$ cat src/rtl/alu_share_arbiter_pkg.sv
// Shared types for the ALU issue-slot arbiter: the request payload, ALU op encodings
// and the requester count limit.
package cva5_types;

   localparam int MAX_ALU_REQ = 4;
   localparam int ALU_TAG_W   = $clog2(MAX_ALU_REQ);

   typedef enum logic [1:0] {
      CONSTANT = 2'b00,
      ADD_SUB  = 2'b01,
      SLT      = 2'b10,
      SHIFT    = 2'b11
   } alu_op_t;

   typedef struct packed {
      alu_op_t     op;
      logic [2:0]  fn3;
      logic        subtract;
      logic        imm_type;
      logic [31:0] rs1;
      logic [31:0] rs2;
      logic [11:0] imm12;
   } alu_req_t;

endpackage

$ cat src/rtl/alu_share_arbiter_if.sv
// Requester, ALU issue and ALU writeback signals of the shared ALU slot.
// slave = the arbiter, master = the requesters/ALU side.
interface alu_share_arbiter_if #(
   parameter int NUM_REQ = 2
) ();
   logic [NUM_REQ-1:0]  req_valid;
   logic [NUM_REQ-1:0]  req_ready;
   cva5_types::alu_req_t req_op [NUM_REQ];
   logic                alu_valid;
   logic                alu_ready;
   cva5_types::alu_req_t alu_op;
   logic                alu_done;
   logic [31:0]         alu_result;
   logic [NUM_REQ-1:0]  resp_valid;
   logic [31:0]         resp_data;
   logic                busy;

   modport slave (
      input  req_valid, req_op, alu_ready, alu_done, alu_result,
      output req_ready, alu_valid, alu_op, resp_valid, resp_data, busy
   );

   modport master (
      output req_valid, req_op, alu_ready, alu_done, alu_result,
      input  req_ready, alu_valid, alu_op, resp_valid, resp_data, busy
   );
endinterface

$ cat src/rtl/alu_share_arbiter_tag_fifo.sv
// In-order FIFO of requester indices for operations issued to the ALU.
// Head entry is readable combinationally so the result can be routed in its return cycle.
module alu_tag_fifo #(
   parameter int WIDTH = 2,
   parameter int DEPTH = 4
) (
   input  logic             clk,
   input  logic             rst,
   input  logic             i_push,
   input  logic [WIDTH-1:0] i_data,
   input  logic             i_pop,
   output logic [WIDTH-1:0] o_data,
   output logic             o_empty,
   output logic             o_full
);
   localparam int PTR_W = (DEPTH > 1) ? $clog2(DEPTH) : 1;
   localparam int CNT_W = PTR_W + 1;

   logic [WIDTH-1:0] r_mem [DEPTH];
   logic [PTR_W-1:0] r_wr_ptr;
   logic [PTR_W-1:0] r_rd_ptr;
   logic [CNT_W-1:0] r_count;
   logic             w_push;
   logic             w_pop;

   assign o_empty = (r_count == '0);
   assign o_full  = (r_count == CNT_W'(DEPTH));
   assign w_push  = i_push & ~o_full;
   assign w_pop   = i_pop & ~o_empty;
   assign o_data  = r_mem[r_rd_ptr];

   always_ff @(posedge clk) begin
      if (w_push)
         r_mem[r_wr_ptr] <= i_data;
   end

   // Pointers wrap naturally because DEPTH is a power of two.
   always_ff @(posedge clk or posedge rst) begin
      if (rst) begin
         r_wr_ptr <= '0;
         r_rd_ptr <= '0;
         r_count  <= '0;
      end else begin
         if (w_push)
            r_wr_ptr <= r_wr_ptr + 1'b1;
         if (w_pop)
            r_rd_ptr <= r_rd_ptr + 1'b1;
         case ({w_push, w_pop})
            2'b10:   r_count <= r_count + 1'b1;
            2'b01:   r_count <= r_count - 1'b1;
            default: r_count <= r_count;
         endcase
      end
   end
endmodule

$ cat src/rtl/alu_share_arbiter.sv
// Shares one ALU issue slot between NUM_REQ requesters via per-requester hold buffers.
// Define ALU_ARB_ROUND_ROBIN_EN for round-robin arbitration; otherwise lowest index wins.
module alu_share_arbiter
   import cva5_types::*;
#(
   parameter int NUM_REQ      = 2,
   parameter int FLIGHT_DEPTH = 4
) (
   input logic                clk,
   input logic                rst,
   alu_share_arbiter_if.slave bus
);
   localparam int PTR_W = $clog2(FLIGHT_DEPTH);
   localparam int CNT_W = PTR_W + 1;
   localparam int IDX_W = ALU_TAG_W;

   logic [NUM_REQ-1:0] r_buf_valid;
   alu_req_t           r_buf [NUM_REQ];
   logic [CNT_W-1:0]   r_outstanding;
   logic               r_lock;
   logic [IDX_W-1:0]   r_lock_idx;

   logic [NUM_REQ-1:0] w_eligible;
   logic [NUM_REQ-1:0] w_grant_oh;
   logic [NUM_REQ-1:0] w_req_ready;
   logic [IDX_W-1:0]   w_arb_idx;
   logic [IDX_W-1:0]   w_grant_idx;
   logic [IDX_W-1:0]   w_head;
   logic               w_can_issue;
   logic               w_any;
   logic               w_commit;
   logic               w_pop;
   logic               w_fifo_empty;
   logic               w_fifo_full;
   alu_req_t           w_alu_op;

   // Eligibility uses the registered count, so a same-cycle alu_done never unblocks a full slot.
   assign w_can_issue = (r_outstanding < CNT_W'(FLIGHT_DEPTH)) & ~w_fifo_full;
   assign w_eligible  = r_buf_valid & {NUM_REQ{w_can_issue}};
   assign w_any       = |w_eligible;
   assign w_commit    = w_any & bus.alu_ready;
   assign w_pop       = bus.alu_done & ~w_fifo_empty;

`ifdef ALU_ARB_ROUND_ROBIN_EN
   logic [IDX_W-1:0] r_rr_ptr;

   always_comb begin
      int   w_idx;
      logic w_found;
      w_arb_idx = '0;
      w_found   = 1'b0;
      w_idx     = 0;
      for (int k = 0; k < NUM_REQ; k++) begin
         w_idx = (int'(r_rr_ptr) + k) % NUM_REQ;
         if (!w_found && w_eligible[w_idx]) begin
            w_arb_idx = IDX_W'(w_idx);
            w_found   = 1'b1;
         end
      end
   end

   always_ff @(posedge clk or posedge rst) begin
      if (rst)
         r_rr_ptr <= '0;
      else if (w_commit)
         r_rr_ptr <= (w_grant_idx == IDX_W'(NUM_REQ - 1)) ? '0 : w_grant_idx + 1'b1;
   end
`else
   always_comb begin
      w_arb_idx = '0;
      for (int k = NUM_REQ - 1; k >= 0; k--) begin
         if (w_eligible[k])
            w_arb_idx = IDX_W'(k);
      end
   end
`endif

   // A stalled grant is frozen until accepted, even if a higher-priority buffer fills meanwhile.
   assign w_grant_idx = r_lock ? r_lock_idx : w_arb_idx;

   generate
      for (genvar gi = 0; gi < NUM_REQ; gi++) begin : g_req
         assign w_grant_oh[gi]     = w_any & (w_grant_idx == IDX_W'(gi));
         assign w_req_ready[gi]    = ~r_buf_valid[gi] | (w_grant_oh[gi] & w_commit);
         assign bus.resp_valid[gi] = w_pop & (w_head == IDX_W'(gi));
      end
   endgenerate

   always_comb begin
      w_alu_op = '0;
      for (int i = 0; i < NUM_REQ; i++) begin
         if (w_grant_oh[i])
            w_alu_op = r_buf[i];
      end
   end

   assign bus.req_ready = w_req_ready;
   assign bus.alu_valid = w_any;
   assign bus.alu_op    = w_alu_op;
   assign bus.resp_data = bus.alu_result;
   assign bus.busy      = (|r_buf_valid) | (r_outstanding != '0);

   always_ff @(posedge clk or posedge rst) begin
      if (rst) begin
         for (int i = 0; i < NUM_REQ; i++) begin
            r_buf_valid[i] <= 1'b0;
            r_buf[i]       <= '0;
         end
      end else begin
         for (int i = 0; i < NUM_REQ; i++) begin
            if (bus.req_valid[i] && w_req_ready[i]) begin
               r_buf_valid[i] <= 1'b1;
               r_buf[i]       <= bus.req_op[i];
            end else if (w_grant_oh[i] && w_commit) begin
               r_buf_valid[i] <= 1'b0;
            end
         end
      end
   end

   always_ff @(posedge clk or posedge rst) begin
      if (rst) begin
         r_lock        <= 1'b0;
         r_lock_idx    <= '0;
         r_outstanding <= '0;
      end else begin
         r_lock     <= w_any & ~bus.alu_ready;
         r_lock_idx <= w_grant_idx;
         case ({w_commit, w_pop})
            2'b10:   r_outstanding <= r_outstanding + 1'b1;
            2'b01:   r_outstanding <= r_outstanding - 1'b1;
            default: r_outstanding <= r_outstanding;
         endcase
      end
   end

   alu_tag_fifo #(
      .WIDTH (IDX_W),
      .DEPTH (FLIGHT_DEPTH)
   ) u_tag_fifo (
      .clk     (clk),
      .rst     (rst),
      .i_push  (w_commit),
      .i_data  (w_grant_idx),
      .i_pop   (bus.alu_done),
      .o_data  (w_head),
      .o_empty (w_fifo_empty),
      .o_full  (w_fifo_full)
   );
endmodule

$ cat src/flat_wrapper.sv
// flat-port wrapper written by rule: the top's interface ports become plain ports
module alu_share_arbiter_flat import cva5_types::*;
#(
   parameter int NUM_REQ      = 2,
   parameter int FLIGHT_DEPTH = 4
)
  (clk, rst, bus_req_valid, bus_req_op, bus_alu_ready, bus_alu_done, bus_alu_result, bus_req_ready, bus_alu_valid, bus_alu_op, bus_resp_valid, bus_resp_data, bus_busy);
  alu_share_arbiter_if #(.NUM_REQ(NUM_REQ)) bus_i ();
  input logic clk;
  input logic rst;
  input wire logic [$bits(bus_i.req_valid)-1:0] bus_req_valid;
  input wire logic [$bits(bus_i.req_op)-1:0] bus_req_op;
  input wire logic [$bits(bus_i.alu_ready)-1:0] bus_alu_ready;
  input wire logic [$bits(bus_i.alu_done)-1:0] bus_alu_done;
  input wire logic [$bits(bus_i.alu_result)-1:0] bus_alu_result;
  output wire logic [$bits(bus_i.req_ready)-1:0] bus_req_ready;
  output wire logic [$bits(bus_i.alu_valid)-1:0] bus_alu_valid;
  output wire logic [$bits(bus_i.alu_op)-1:0] bus_alu_op;
  output wire logic [$bits(bus_i.resp_valid)-1:0] bus_resp_valid;
  output wire logic [$bits(bus_i.resp_data)-1:0] bus_resp_data;
  output wire logic [$bits(bus_i.busy)-1:0] bus_busy;
  assign bus_i.req_valid = bus_req_valid;
  assign bus_i.req_op = {>>{bus_req_op}};
  assign bus_i.alu_ready = bus_alu_ready;
  assign bus_i.alu_done = bus_alu_done;
  assign bus_i.alu_result = bus_alu_result;
  assign bus_req_ready = bus_i.req_ready;
  assign bus_alu_valid = bus_i.alu_valid;
  assign bus_alu_op = bus_i.alu_op;
  assign bus_resp_valid = bus_i.resp_valid;
  assign bus_resp_data = bus_i.resp_data;
  assign bus_busy = bus_i.busy;
  alu_share_arbiter #(.NUM_REQ(NUM_REQ), .FLIGHT_DEPTH(FLIGHT_DEPTH)) u_core (.clk(clk), .rst(rst), .bus(bus_i));
endmodule
$ cat config.mk
export PLATFORM = sky130hd
export DESIGN_NAME = alu_share_arbiter_flat
export DESIGN_NICKNAME = d
export VERILOG_FILES = /design/src/rtl/alu_share_arbiter_pkg.sv /design/src/rtl/alu_share_arbiter_if.sv /design/src/rtl/alu_share_arbiter_tag_fifo.sv /design/src/rtl/alu_share_arbiter.sv /design/src/flat_wrapper.sv
export SDC_FILE = /design/constraint.sdc
export NUM_CORES = 1
export LEC_CHECK = 0
export BUFFER_PORTS_ARGS = -buffer_cell sky130_fd_sc_hd__clkbuf_2
export CAP_MARGIN = 20
export CORE_MARGIN = 2
export CORE_UTILIZATION = 46
export CTS_BUF_LIST = sky130_fd_sc_hd__clkbuf_2 sky130_fd_sc_hd__clkbuf_4 sky130_fd_sc_hd__clkbuf_8
export CTS_CLUSTER_SIZE = 40
export DETAILED_ROUTE_END_ITERATION = 10
export MAX_ROUTING_LAYER = met4
export PLACE_DENSITY = 0.78
export SLEW_MARGIN = 0
export SYNTH_ARGS = -nofsm -noshare
export SYNTH_HDL_FRONTEND = slang
export SYNTH_SLANG_ARGS = --single-unit
$ cat constraint.sdc
create_clock -name clk -period 16.8 [get_ports clk]
set_input_delay 1.68 -clock clk [delete_from_list [all_inputs] [get_ports clk]]
set_output_delay 1.68 -clock clk [all_outputs]
set_load 0.05 [all_outputs]
==> flow_metrics.env <==
export IMPL_crit_arrival_ns=2.99
export IMPL_die_w_um=142
export IMPL_startpoint_type="register"
export IMPL_hold_violations=0
export IMPL_syn_nets=789
export IMPL_max_cap_violations=0
export IMPL_root_buffer="clkbuf_8"
export IMPL_slew_violations=0
export IMPL_setup_worst_path_end="bus_alu_op[32]"
export IMPL_overflow=0
export IMPL_hpwlAfterDp_mm=13.6
export IMPL_clockBufferDepth=2
export IMPL_io_buffers=260
export IMPL_slew_limit_headroom_pct=27.0
export IMPL_skew_ns=0.0138
export IMPL_cp_slowest_stage_delay_ns=0.59
export IMPL_rr_endpoint="u_core.r_buf[30]"
export IMPL_seq_area_mm2=0.00477
export IMPL_clk_latency_ns=0.46
export IMPL_viasPerCell=5.22
export IMPL_htree_levels=4
export IMPL_fin_nets=1009
export IMPL_start_util_pct=46.8
export IMPL_syn_to_final_growth_pct=17.9
export IMPL_grt_pass1_vias=5721
export IMPL_layout_commonest_cell="clkbuf_2"
export IMPL_rsz0062_at_grt="no"
export IMPL_cts_tree="yes"
export IMPL_cts_setup_buffers=0
export IMPL_cts_resized=0
export IMPL_setup_violations=0
export IMPL_die_height_um=142
export IMPL_finalCritPeriodShare_pct=27.8
export IMPL_synth_warnings=0
export IMPL_syn_area_mm2=0.00876
export IMPL_max_vdd_ir_drop_mv=0.160
export IMPL_worstReg2RegStart="u_core.u_tag_fifo.r_count[0]"
export IMPL_critPathMaxFanout=50
export IMPL_leakage_uw=0.00523
export IMPL_numCtsBuffers=17
export IMPL_grt_usage_pct=20.3
export IMPL_cp_data_required_time_ns=15.12
export IMPL_drive_gt1_share_pct=59.0
export IMPL_dieArea_mm2=0.0202
export IMPL_routed_wl_mm=19.7
export IMPL_hold_buffers=0
export IMPL_multi_input_area_mm2=0.00340
export IMPL_fin_cells=1044
export IMPL_syn_inst=577
export IMPL_ff2ff_path_depth=6
export IMPL_endpoint_kind="output pin"
export IMPL_hp_class="reg2reg"
export IMPL_ys_types=37
export IMPL_worst_slew_pin_slew_ns=1.10
export IMPL_drt_wirelength_per_cell_um=18.8
export IMPL_status="complete, no violations"
export IMPL_cp_startpoint="u_core.r_lock"
export IMPL_setup_tns_ns=0
export IMPL_drc_errors=0
export IMPL_critPathSlowestCell="or4b_4"
export IMPL_ios=325
export IMPL_layout_common_cells="260 x clkbuf_2, 181 x dfrtp_1, 96 x mux2_2"
export IMPL_cts_sinks=189
export IMPL_via_count=5450
export IMPL_synth_top_cells_by_area="dfrtp_1 52%, mux2_2 12%, mux2_4 12%"
export IMPL_syn_area_per_cell_um2=15.2
export IMPL_coreArea_mm2=0.0187
export IMPL_place_gp_congestion=0.755
export IMPL_clk_pin_slew_worst_paths_ns=0.10
export IMPL_period_minus_slack_ns=4.67
export IMPL_critPathKind="reg2out"
export IMPL_n_antenna_cell=0
export IMPL_crit_path_cell_trace="or4b_4, a2111oi_4, buf_4, a22o_1, clkbuf_2"
export IMPL_dr_first_iter_drc_count=132
export IMPL_fmax_mhz=214
export IMPL_fp_row_count=50
export IMPL_yosysTopAreaCell="dfrtp_1"
export IMPL_ys_seq_elements=189
export IMPL_yosysTopAreaCellShare_pct=51.7
export IMPL_p_per_area_mw_per_mm2=227
export IMPL_grt_max_degree=72
export IMPL_r2r_setup_slack_ns=12.94
export IMPL_dp_cells=1012
export IMPL_ys_seq_area_share_pct=54.5
export IMPL_fill_cells=1534
export IMPL_antenna_left=0
export IMPL_antenna_found_initial=0
export IMPL_firstDrtPassIters=6
export IMPL_grt_pass1_wl_mm=30.6
-- Yosys cell counts, drive strengths merged --
| cell | count |
|---|---|
| a22o | 83 |
| fa | 2 |
| mux4 | 2 |
| a31oi | 1 |
| a2111oi | 1 |
| o21a | 1 |
| nor3b | 3 |
| nand2b | 2 |
| or3 | 1 |
| mux2 | 166 |
| nand3b | 1 |
| a21o | 1 |
| edfxtp | 8 |
| ha | 6 |
| o31ai | 2 |
| buf | 66 |
| and2 | 5 |
| xor2 | 4 |
| nor4 | 1 |
| nor2 | 4 |
| nor2b | 1 |
| nor3 | 2 |
| mux2i | 2 |
| dfrtp | 181 |
| or4b | 1 |
| xnor2 | 5 |
| o21ai | 3 |
| clkbuf | 2 |
| nand2 | 7 |
| inv | 13 |
-- worst max-delay path, delay by kind of cell, from the launching register on --
family	cells	cell delay, ns
buffers and inverters	2	0.84
DFF	1	0.43
and+or+nand+nor	1	0.59
AOI/OAI and AO/OA	2	0.62
-- worst min path at each step --
stage,from,end,slack (ns),cells past startpoint
2_1_floorplan,u_core.r_outstanding[0],u_core.r_outstanding[0],0.45,1
3_3_place_gp,u_core.r_outstanding[0],u_core.r_outstanding[0],0.46,1
3_5_place_dp,u_core.r_outstanding[0],u_core.r_outstanding[0],0.46,1
4_1_cts,u_core.r_outstanding[0],u_core.r_outstanding[0],0.48,1
5_1_grt,u_core.r_outstanding[0],u_core.r_outstanding[0],0.52,1
6_report,u_core.r_outstanding[0],u_core.r_outstanding[0],0.48,1
-- cells by family (layout without fill, tap and decap cells) --
| family | Yosys count | after routing | synth area share (%) |
|---|---|---|---|
| multiplexers | 170 | 170 | 25.1 |
| buffers and inverters | 81 | 314 | 7.00 |
| XOR/XNOR | 9 | 9 | 0.900 |
| adder cells (fa/ha/maj) | 8 | 8 | 1.31 |
| flip-flops | 189 | 189 | 54.5 |
| AND/OR/NAND/NOR | 28 | 28 | 1.91 |
| AO/OA/AOI/OAI | 92 | 92 | 9.32 |
-- area by class of cell --
cell class	count	area share, %
Sequential cell	189	46.2
Multi-Input combinational cell	307	32.9
Timing Repair Buffer	269	13.3
Tap cell	234	2.84
Clock buffer	18	2.40
Clock inverter	14	1.91
Inverter	13	0.521
-- report_power, final --
part           internal, uW  total, uW  switching [uW]  leakage [uW]
Sequential              677        805             129       0.00224
Clock                   158        334             177      0.000222
Combinational           456       1210             749       0.00277
Total                  1290       2340            1050       0.00523
-- flip-flops by register name (all words and copies together) (netlist names) --
signal	cells
u_core.r_lock	1
u_core.u_tag_fifo.r_mem	8
u_core.u_tag_fifo.r_wr_ptr	2
u_core.r_buf	166
u_core.u_tag_fifo.r_rd_ptr	2
u_core.u_tag_fifo.r_count	3
u_core.r_lock_idx	2
u_core.r_outstanding	3
u_core.r_buf_valid	2
-- per-stage QoR --
stage | power, uW | utilization [%] | area (um2) | hold WS (ns) | setup slack (ns)
CTS | 2370 | 55.2 | 10300 | 0.482 | 12.07
detailed placement | 2030 | 52.8 | 9880 | 0.465 | 12.05
finish | 2340 | 55.2 | 10300 | 0.479 | 12.13
global route | 2460 | 55.2 | 10300 | 0.522 | 12.00
floorplan | 1790 | - | 8760 | 0.446 | 10.20
global placement | 2000 | 52.8 | 9880 | 0.464 | 12.12
-- layer usage --
layer  wire (um)  track usage, %  vias to the layer above
met5           0               -                        -
met3        1300            5.72                       45
met4         508            7.84                        0
met1        8130            24.4                     2727
met2        9710            32.7                      188
li1            -               -                     2490
No activity file was read; power rests on OpenSTA's default activity.
